**config.mk**
```make
export PLATFORM = sky130hd
export DESIGN_NAME = instr_fetch_issue
export DESIGN_NICKNAME = d
export VERILOG_FILES = /design/src/rtl/mips_pkg.sv /design/src/rtl/instr_fetch_issue_pc_next_calc.sv /design/src/rtl/instr_fetch_issue.sv
export SDC_FILE = /design/constraint.sdc
export NUM_CORES = 1
export LEC_CHECK = 0
export CAP_MARGIN = 20
export CORE_MARGIN = 2
export CORE_UTILIZATION = 36
export DETAILED_ROUTE_END_ITERATION = 6
export HOLD_SLACK_MARGIN = 0.02
export PLACE_DENSITY = 0.68
export SLEW_MARGIN = 20
export SYNTH_ARGS = -nofsm -noshare
export SYNTH_HDL_FRONTEND = slang
export SYNTH_SLANG_ARGS = --single-unit
```
**constraint.sdc**
```tcl
create_clock -name clk -period 2.2 [get_ports clk]
set_input_delay 0.66 -clock clk [delete_from_list [all_inputs] [get_ports clk]]
set_output_delay 0.66 -clock clk [all_outputs]
set_load 0.005 [all_outputs]
```
**src/rtl/mips_pkg.sv**
```systemverilog
// Shared field positions, widths and fetch-state encoding for the core front end.
// Imported by the fetch/issue controller and its next-PC calculator.
package mips_pkg;

    localparam int OPCODE_W = 4;
    localparam int INSTR_W  = 16;
    localparam int OPC_HI   = 15;
    localparam int OPC_LO   = 12;
    localparam int BR_OFF_W = 8;

    typedef enum logic [1:0] {
        IDLE   = 2'd0,
        FETCH  = 2'd1,
        ISSUE  = 2'd2,
        HALTED = 2'd3
    } fetch_state_t;

    // Sign-extends a branch offset to 32 bits; callers truncate to their PC width.
    function automatic logic [31:0] sext_off(input logic [BR_OFF_W-1:0] off);
        return {{(32-BR_OFF_W){off[BR_OFF_W-1]}}, off};
    endfunction

endpackage

```
**src/rtl/instr_fetch_issue_pc_next_calc.sv**
```systemverilog
// Next-PC selection: halt holds, jump loads instr low bits, taken branch adds
// the sign-extended offset to pc+1, otherwise pc+1. All arithmetic wraps at ADDR_W.
module pc_next_calc
    import mips_pkg::*;
#(
    parameter int ADDR_W  = 8,
    parameter int INSTR_W = mips_pkg::INSTR_W
) (
    input  logic [ADDR_W-1:0]  pc,
    input  logic [INSTR_W-1:0] instr,
    input  logic               halt,
    input  logic               jump,
    input  logic               branch,
    input  logic               alu_zero,
    output logic [ADDR_W-1:0]  pc_next
);

    logic [ADDR_W-1:0] offset;
    logic [ADDR_W-1:0] seq_pc;
    logic [ADDR_W-1:0] taken_pc;

    assign offset   = ADDR_W'(sext_off(instr[BR_OFF_W-1:0]));
    assign seq_pc   = pc + ADDR_W'(1);
    assign taken_pc = seq_pc + offset;

    // Upper instruction bits only feed the opcode path, not the PC.
    logic unused_instr;
    assign unused_instr = ^instr[INSTR_W-1:ADDR_W];

    always_comb begin
        pc_next = seq_pc;
        if (halt)
            pc_next = pc;
        else if (jump)
            pc_next = instr[ADDR_W-1:0];
        else if (branch && alu_zero)
            pc_next = taken_pc;
    end

endmodule

```
**src/rtl/instr_fetch_issue.sv**
```systemverilog
// Front end: fetches instructions over a req/ack handshake, presents them for
// decode/execute, and owns the PC, run/halt state and retired-instruction count.
//
// state  | meaning
// IDLE   | waiting for start after reset
// FETCH  | imem_req high at pc, waiting for imem_ack
// ISSUE  | instr valid, waiting for ex_done to pick next pc
// HALTED | stopped by a halt instruction until reset
module instr_fetch_issue
    import mips_pkg::*;
#(
    parameter int                ADDR_W   = 8,
    parameter int                INSTR_W  = mips_pkg::INSTR_W,
    parameter logic [ADDR_W-1:0] RESET_PC = '0
) (
    input  logic                clk,
    input  logic                rst_n,
    input  logic                start,
    output logic                imem_req,
    output logic [ADDR_W-1:0]   imem_addr,
    input  logic [INSTR_W-1:0]  imem_rdata,
    input  logic                imem_ack,
    output logic [INSTR_W-1:0]  instr,
    output logic [OPCODE_W-1:0] opcode,
    output logic                instr_valid,
    input  logic                ex_done,
    input  logic                branch,
    input  logic                jump,
    input  logic                halt,
    input  logic                alu_zero,
    output logic [ADDR_W-1:0]   pc,
    output logic                halted,
    output logic [15:0]         retire_cnt
);

    fetch_state_t      state;
    logic [ADDR_W-1:0] pc_next;

    pc_next_calc #(
        .ADDR_W  (ADDR_W),
        .INSTR_W (INSTR_W)
    ) u_pc_next (
        .pc       (pc),
        .instr    (instr),
        .halt     (halt),
        .jump     (jump),
        .branch   (branch),
        .alu_zero (alu_zero),
        .pc_next  (pc_next)
    );

    assign imem_addr = pc;
    assign opcode    = instr[OPC_HI:OPC_LO];

    always_ff @(posedge clk or negedge rst_n) begin
        if (!rst_n) begin
            state       <= IDLE;
            pc          <= RESET_PC;
            instr       <= '0;
            retire_cnt  <= '0;
            imem_req    <= 1'b0;
            instr_valid <= 1'b0;
            halted      <= 1'b0;
        end else begin
            unique case (state)
                IDLE: begin
                    if (start) begin
                        state    <= FETCH;
                        imem_req <= 1'b1;
                    end
                end
                FETCH: begin
                    if (imem_ack) begin
                        instr       <= imem_rdata;
                        state       <= ISSUE;
                        imem_req    <= 1'b0;
                        instr_valid <= 1'b1;
                    end
                end
                ISSUE: begin
                    if (ex_done) begin
                        instr_valid <= 1'b0;
                        if (retire_cnt != 16'hFFFF)
                            retire_cnt <= retire_cnt + 16'd1;
                        // Halt is retired like any other instruction but ends fetching.
                        if (halt) begin
                            state  <= HALTED;
                            halted <= 1'b1;
                        end else begin
                            pc       <= pc_next;
                            state    <= FETCH;
                            imem_req <= 1'b1;
                        end
                    end
                end
                HALTED: begin
                    imem_req    <= 1'b0;
                    instr_valid <= 1'b0;
                end
                default: state <= IDLE;
            endcase
        end
    end

endmodule
```
Word level (Yosys, flattened, before mapping) --
Index checks and enable logic that the tools add are counted.
Storage, ports and cells: word-level logic and storage cells 45, input bits 25, register bits 45, output and inout port bits 55
Operators by class: bitwise operators 1, mux-type cells 15, equal/unequal tests 8, reductions and logical operators 11, add/sub/neg operators 3
Operator list (number):
- 16-bit by 1-bit adder with 16-bit output, second input constant | 1
- 8-bit two-way mux | 2
- 16-bit inequality test, second input constant | 1
- 3-bit AND reduction | 4
- 8-bit by 1-bit adder with 8-bit output, second input constant | 1
- 8-bit adder | 1
- 2-bit two-way mux | 4
- 2-bit inequality test, second input constant | 4
- 4-bit AND reduction | 2
- 1-bit two-way mux | 6
- 2-bit case mux with 3 select lines | 1
- 3-bit nonzero test | 2
- 2-bit == test, second input constant | 2
- 1-bit case mux with 4 select lines | 1
- 1-bit case mux with 3 select lines | 1
- 2-bit by 1-bit == test with 1-bit output, second input constant | 1
- 2-bit zero test | 1
- 2-bit AND reduction | 1
- 1-bit logical AND | 1
- 1-bit NOT | 1

Longest topological paths before layout --
Gate-level depths: netlist (run 1).
word-level depth 4, gate-level depth with buffers 9, mapped depth without buffers 9

Cells and area by module --
Synthesis (run 1) repeated with hierarchy kept, for this count alone.
Unflattened totals: cell total of the unflattened synthesis 263, area, all modules 2730.1 um^2
Modules (own cells, without submodules):
- instr_fetch_issue | sequential area each 1126.1 um^2, cells each 164, area an instance 2080.7 um^2, instances 1
- pc_next_calc | sequential area each 0.0 um^2, cells each 99, area an instance 649.4 um^2, instances 1

Worst setup path before layout (run 1) --
Ideal clock, no wire load.
path type register to register, start reg pc[0], in the netlist imem_addr[0], end reg pc[7], in the netlist imem_addr[7], cell stages (with the launch flop) 10, data arrival time 2010 ps, buffers on the path 0, data required time 2084 ps, path slack 75 ps, period minus slack after synthesis 2125 ps, setup time 116 ps, cells stage by stage dfrtp_1 > ha_1 > nand3_1 > xnor2_1 > ha_1 > a21oi_1 > o21ai_0 > a21oi_1 > xnor2_1 > o311ai_0
On the way: cells in the longest elaborated chain, start to end 4
RTL lines:
- from (decl) | RTL line instr_fetch_issue.sv:31 | output logic [ADDR_W-1:0] pc,
- from (signal assigned) | RTL line instr_fetch_issue.sv:90 | pc <= pc_next;
- 8-bit by 1-bit adder with 8-bit output (*) | RTL line instr_fetch_issue_pc_next_calc.sv:23 | assign seq_pc = pc + ADDR_W'(1);
- 8-bit adder | RTL line instr_fetch_issue_pc_next_calc.sv:24 | assign taken_pc = seq_pc + offset;
- 8-bit two-way mux (*) | RTL line instr_fetch_issue_pc_next_calc.sv:36 | else if (branch && alu_zero)
- 8-bit two-way mux (*) | RTL line instr_fetch_issue_pc_next_calc.sv:34 | else if (jump)
Mark *: on every way between the ends. The rest lies on a longest branch, timed or not. A chain may end at the register's enable or synchronous reset.

Worst setup path after layout (run 1) --
Same ends and word-level chain as after synthesis.

==> results of run 1 <==
[area by class of cell]
| cell class | count | area share |
|---|---|---|
| multi-input combinational | 182 | 0.3666 |
| sequential | 45 | 0.2938 |
| timing repair buffer | 111 | 0.2720 |
| tap | 96 | 0.03134 |
| clock buffer | 7 | 0.02253 |
| clock inverter | 1 | 0.007835 |
| inverter | 6 | 0.005877 |
[worst max path at each step]
stage | from | slack, ns | endpoint | cells past startpoint
4_1_cts | imem_addr[0] | -0.006 | imem_addr[7] | 9
5_1_grt | imem_addr[0] | -0.04 | imem_addr[7] | 9
3_5_place_dp | ex_done | -0.22 | retire_cnt[14] | 6
6_report | imem_addr[0] | 0.07 | imem_addr[7] | 9
2_1_floorplan | imem_addr[0] | 0.07 | imem_addr[7] | 9
3_3_place_gp | ex_done | -0.13 | retire_cnt[14] | 6
[timing repair]
action                                 4_1_cts  5_1_grt
resized for setup                            2       13
buffers inserted                             0        2
hold buffers                                 0        0
endpoints found under the hold margin        0        0
setup endpoints to repair                    2        5
pin swaps                                    0        2
[power by group]
part / internal (mW) / leakage, nW / switching (mW) / total [mW]
clock: 0.371 / 0.0585 / 0.289 / 0.660
combinational: 1.69 / 1.03 / 1.14 / 2.83
sequential: 1.12 / 0.565 / 0.309 / 1.43
total: 3.19 / 1.65 / 1.74 / 4.93
[critical path, delay by kind of cell (launching register included)]
kind                       cells  cell delay [ns]
AOI/OAI and AO/OA              4             0.74
xor gates and xnor gates       2             0.24
adders and majority gates      2             0.50
DFF                            1             0.43
and+or+nand+nor                1             0.11
[state kept, by name, summed over array words and instances, names as in the netlist]
| name | count |
|---|---|
| instr | 16 |
| retire_cnt | 16 |
| imem_addr | 8 |
| state | 2 |
| halted | 1 |
| imem_req | 1 |
| instr_valid | 1 |
[per-layer routing]
metal  track usage  routed length, µm  up-vias
li1              -                  -     1088
met5             0                  0        -
met2        0.2897               3174       66
met1        0.2179               2923     1102
met4       0.04478                 80        0
met3       0.04340                369        8
[through the flow]
| stage | cells | power [mW] | setup TNS [ns] | instance area [µm²] | setup slack, ns |
|---|---|---|---|---|---|
| floorplan | 250 | 2.860 | 0 | 2603 | 0.07481 |
| global placement | 438 | 4.025 | -1.036 | 3630 | -0.1329 |
| detailed placement | 438 | 4.094 | -1.746 | 3630 | -0.2172 |
| CTS | 446 | 4.781 | -0.005983 | 3754 | -0.005983 |
| global route | 448 | 5.313 | -0.09198 | 3832 | -0.03556 |
| finish | 448 | 4.926 | 0 | 3832 | 0.07293 |
[synth_stat cells, types with 2 or more instances]
master,count
a2111oi_0,2
a211oi_1,2
a21o_1,3
a21oi_1,14
a31oi_1,2
and2_1,2
and3_1,9
buf_4,12
clkbuf_1,4
dfrtp_1,45
ha_1,14
inv_1,6
mux2_2,17
mux2i_1,3
nand2_1,19
nand3_1,9
nand4_1,6
nor2_1,9
nor2b_1,3
nor3_1,5
o21ai_0,18
or3_1,3
xnor2_1,17
xor2_1,7
[logic make-up after synthesis]
| kind of cell | count (synthesis) | share of synthesized area |
|---|---|---|
| multiplexers | 21 | 0.09086 |
| AO/OA/AOI/OAI | 49 | 0.1139 |
| flip-flops | 45 | 0.4327 |
| XOR/XNOR | 24 | 0.08077 |
| buffers and inverters | 23 | 0.05336 |
| adder cells (fa/ha/maj) | 15 | 0.07500 |
| AND/OR/NAND/NOR | 73 | 0.1534 |
==> impl_metrics.ini, run 1 <==
[layout]
layout.nets = 391
postLayoutCoreUtil = 0.5549
final_common_cell = clkdlybuf4s50_1
multiInputGateArea_um2 = 1405
synthToLayoutAreaGrowth_pct = 47.26
n_antenna_cell = 0
fillers = 634
seqCellArea_um2 = 1126
layout-drive-gt1-share = 0.2188
final_cell_mix = clkdlybuf4s50_1 (78), dfrtp_1 (45), buf_4 (30), nand2_1 (19)

[synth]
synth_top_area_frac = 0.4327
synthDistinctLibCells = 43
yosysTopAreaCell = dfrtp_1
netlist_instances = 250
seq_area_frac_synth = 0.4327
synth_edf_count = 0
postSynth.asyncResetShare = 1.000
synth.area.top_cells = dfrtp_1 (43%), mux2_2 (7.4%), ha_1 (6.7%)
synth_area_per_cell_um2 = 10.41
syn_area_um2 = 2602
yosys_warnings = 0
synth_fp_nets = 290
synthFlopType = dfrtp_1
ys_seq_elements = 45

[clocking]
cts_tree = yes
cts_made_buffers = 5
cts.sinks = 45
ctsHtreeMaxLevel = 2
root_buffer = clkbuf_8
clkTransAtPathRegs_ns = 0.09
insertion_delay_ns = 0.30
clock_path_buffers = 2

[grt]
gr-total-overflow = 0
grt_usage = 0.1706
antenna_found_initial = 0
grt_max_degree = 29
grt_pass1_wl_mm = 10.42
grt_pass1_vias = 2169

[detailed_routing]
route.vias.total = 2264
drtIter0Drc = 72
remaining_drc_errors = 0
wl_mm = 6.549
firstDrtPassIters = 4
viasPerCell = 5.054
postRouteAntennaNets = 0
wl_per_cell_um = 14.62

[floorplanning]
die_h_um = 89.03
die_x_um = 89.03
start_util = 0.3768
die-area_um2 = 7925
num_io_pins = 80
rows = 30
core_um2 = 6907

[critical_path]
cp.arrival_ns = 2.33
crit_slowest_cell = dfrtp_1
r2r_setup_slack_ns = 0.07
crit_chain = ha_4 > nand3_1 > xnor2_2 > ha_1 > a21oi_1 > o21ai_0 > a21oi_1 > xnor2_1 > o311ai_1
timing.rr.end = imem_addr[7]
cp_slowest_stage_delay_ns = 0.43
critical_path_class = reg -> reg
reg2reg_from = imem_addr[0]
startpoint_type = flop
end_kind = flop
rr_worst_depth = 9
crit_fanout = 4
cp.required_ns = 2.40
timing.critical_path.mode_cell = a21oi_1

[sta]
final-setup-viol-count = 0
tightest_slew_ns = 0.4373
max_slew_margin = 0.7085
fin_crit_sh = 0.9669
clock_skew_ns = 0.005660
fin_hold_ws_ns = 0.2882
max_freq_ghz = 0.4701
final-max-slew-violation-count = 0
fin_crit_ns = 2.127
rsz0062_at_grt = true
hold_viol = 0

[power_and_ir_drop]
power.density_nw_per_um2 = 1285
p_leak_nw = 1.650
ir_drop_mv = 0.4629

[worst_hold_path]
hold_path.class = in -> async

[job]
maxCapViolCount = 0

[status]
outcome = finished, final reports clean

[placed_design]
place.port_buffers = 79
hpwlAfterDp_mm = 4.981
routabilityCongestion = 0.9549
Note: power is estimated with default switching activity, not from simulation.
==> inputs of run 2 (changes only) <==
--- a/config.mk
+++ b/config.mk
@@ -11,6 +11,7 @@
 export DETAILED_ROUTE_END_ITERATION = 6
 export HOLD_SLACK_MARGIN = 0.02
 export PLACE_DENSITY = 0.68
+export SETUP_SLACK_MARGIN = 0.02
 export SLEW_MARGIN = 20
 export SYNTH_ARGS = -nofsm -noshare
 export SYNTH_HDL_FRONTEND = slang
==> run 2 against run 1 <==
Compared with the run above:
- die area stayed put
- design area hardly changed
- maximum frequency hardly changed
- largest power group unchanged
- sequential cell count stayed put
- sequential share of layout area hardly changed
- setup slack worse by 0.0020 ns
- total power is 0.18% higher
- clock power hardly changed
- clock skew is 0.00069 ns higher
- highest routed layer unchanged
- critical path type unchanged
- clock-buffer cell count stayed put
- critical endpoint unchanged
- wire length is 0.14% lower
==> impl_metrics.ini, run 2 (same netlist as run 1, synthesis figures left out) <==
[status]
outcome = finished, final reports clean

[floorplanning]
die_h_um = 89.03
num_io_pins = 80
core_um2 = 6907
start_util = 0.3768
die_x_um = 89.03
rows = 30
die-area_um2 = 7925

[grt]
grt_pass1_vias = 2169
grt_pass1_wl_mm = 10.42
gr-total-overflow = 0
antenna_found_initial = 0
grt_max_degree = 29
grt_usage = 0.1706

[clocking]
ctsHtreeMaxLevel = 2
cts_tree = yes
root_buffer = clkbuf_8
cts_made_buffers = 5
insertion_delay_ns = 0.30
clock_path_buffers = 2
cts.sinks = 45
clkTransAtPathRegs_ns = 0.09

[layout]
layout-drive-gt1-share = 0.2216
multiInputGateArea_um2 = 1408
final_common_cell = clkdlybuf4s50_1
final_cell_mix = clkdlybuf4s50_1 (78), dfrtp_1 (45), buf_4 (30), nand2_1 (19)
seqCellArea_um2 = 1126
synthToLayoutAreaGrowth_pct = 47.36
fillers = 634
final-instance-count-excl-fill = 448
n_antenna_cell = 0
layout.nets = 391

[sta]
worst_slack_ns = 0.07091
fin_crit_sh = 0.9678
clock_skew_ns = 0.006348
final-max-slew-violation-count = 0
fin_hold_ws_ns = 0.2874
tightest_slew_ns = 0.4371
final-setup-viol-count = 0
fin_crit_ns = 2.129
tns_ns = 0
max_freq_ghz = 0.4697
max_slew_margin = 0.7086
rsz0062_at_grt = true
hold_viol = 0

[detailed_routing]
viasPerCell = 5.013
firstDrtPassIters = 4
postRouteAntennaNets = 0
route.vias.total = 2246
wl_per_cell_um = 14.60
remaining_drc_errors = 0
drtIter0Drc = 76
wl_mm = 6.540

[power_and_ir_drop]
power_frac_comb = 0.575
power.density_nw_per_um2 = 1287
p_int_mw = 3.197
seq_power_share = 0.291
power.share.switching = 0.3523
p_total_mw = 4.935
ir_drop_mv = 0.4630
p_leak_nw = 1.648
power_frac_clock = 0.134
p_sw_mw = 1.739

[critical_path]
crit_fanout = 4
end_kind = flop
startpoint_type = flop
cp.required_ns = 2.41
critical_path_class = reg -> reg
r2r_setup_slack_ns = 0.07
cp.arrival_ns = 2.33
rr_worst_depth = 9
timing.rr.end = imem_addr[7]
reg2reg_from = imem_addr[0]

[job]
maxCapViolCount = 0

[placed_design]
dpl_worst_slack_ns = -0.2172
hpwlAfterDp_mm = 4.981
place.port_buffers = 79
placedCellCount = 438
routabilityCongestion = 0.9549

[worst_hold_path]
hold_path.class = in -> async
run 2: cell types whose count changed in the layout (fill, tap and decap cells not counted):
cell / delta
ha_1: -1
ha_2: +1
run 2: final cells by class:
cell class / count / area share
multi-input combinational: 182 / 0.3670
sequential: 45 / 0.2936
timing repair buffer: 111 / 0.2718
tap: 96 / 0.03132
clock buffer: 7 / 0.02251
clock inverter: 1 / 0.007830
inverter: 6 / 0.005873
run 2: critical path: stages (launching register included):
cell	delay (ns)
dfrtp_1	0.43
ha_4	0.18
nand3_1	0.11
xnor2_2	0.16
ha_1	0.32
a21oi_1	0.19
o21ai_0	0.12
a21oi_1	0.17
xnor2_1	0.08
o311ai_1	0.26
run 2: stage by stage:
step                        util  area, µm²
final                     0.5553       3835
after floorplan                -       2603
after CTS                 0.5435       3754
after global placement    0.5255       3630
after global routing      0.5553       3835
after detailed placement  0.5255       3630
run 2: how the worst max path moves through the flow:
stage	start	endpoint	slack (ns)	cells past startpoint
final	imem_addr[0]	imem_addr[7]	0.07	9
after global routing	imem_addr[0]	imem_addr[7]	-0.04	9
after CTS	imem_addr[0]	imem_addr[7]	-0.006	9
after detailed placement	ex_done	retire_cnt[14]	-0.22	6
after global placement	ex_done	retire_cnt[14]	-0.13	6
after floorplan	imem_addr[0]	imem_addr[7]	0.07	9
run 2: routing by layer:
layer,track usage,part of all wire,vias to the layer above,routed length (µm)
met4,0.04478,0.012,0,80
met3,0.04340,0.055,8,361
met5,0,0,-,0
met1,0.2179,0.45,1087,2915
li1,-,-,1089,-
met2,0.2897,0.49,62,3182
run 2: power groups by stage:
stage	Combinational, mW	Clock [mW]	Sequential (mW)
after floorplan	1.43	0	1.43
after global placement	2.60	0	1.42
after detailed placement	2.66	0	1.43
after CTS	2.68	0.679	1.42
after global routing	3.12	0.711	1.49
final	2.84	0.660	1.44
run 2: timing repair:
item,in CTS,in global routing
setup buffers,0,2
gates cloned,0,0
hold buffers,0,0
pin swaps,0,2
setup endpoints to repair,2,5
gates resized for setup,2,14
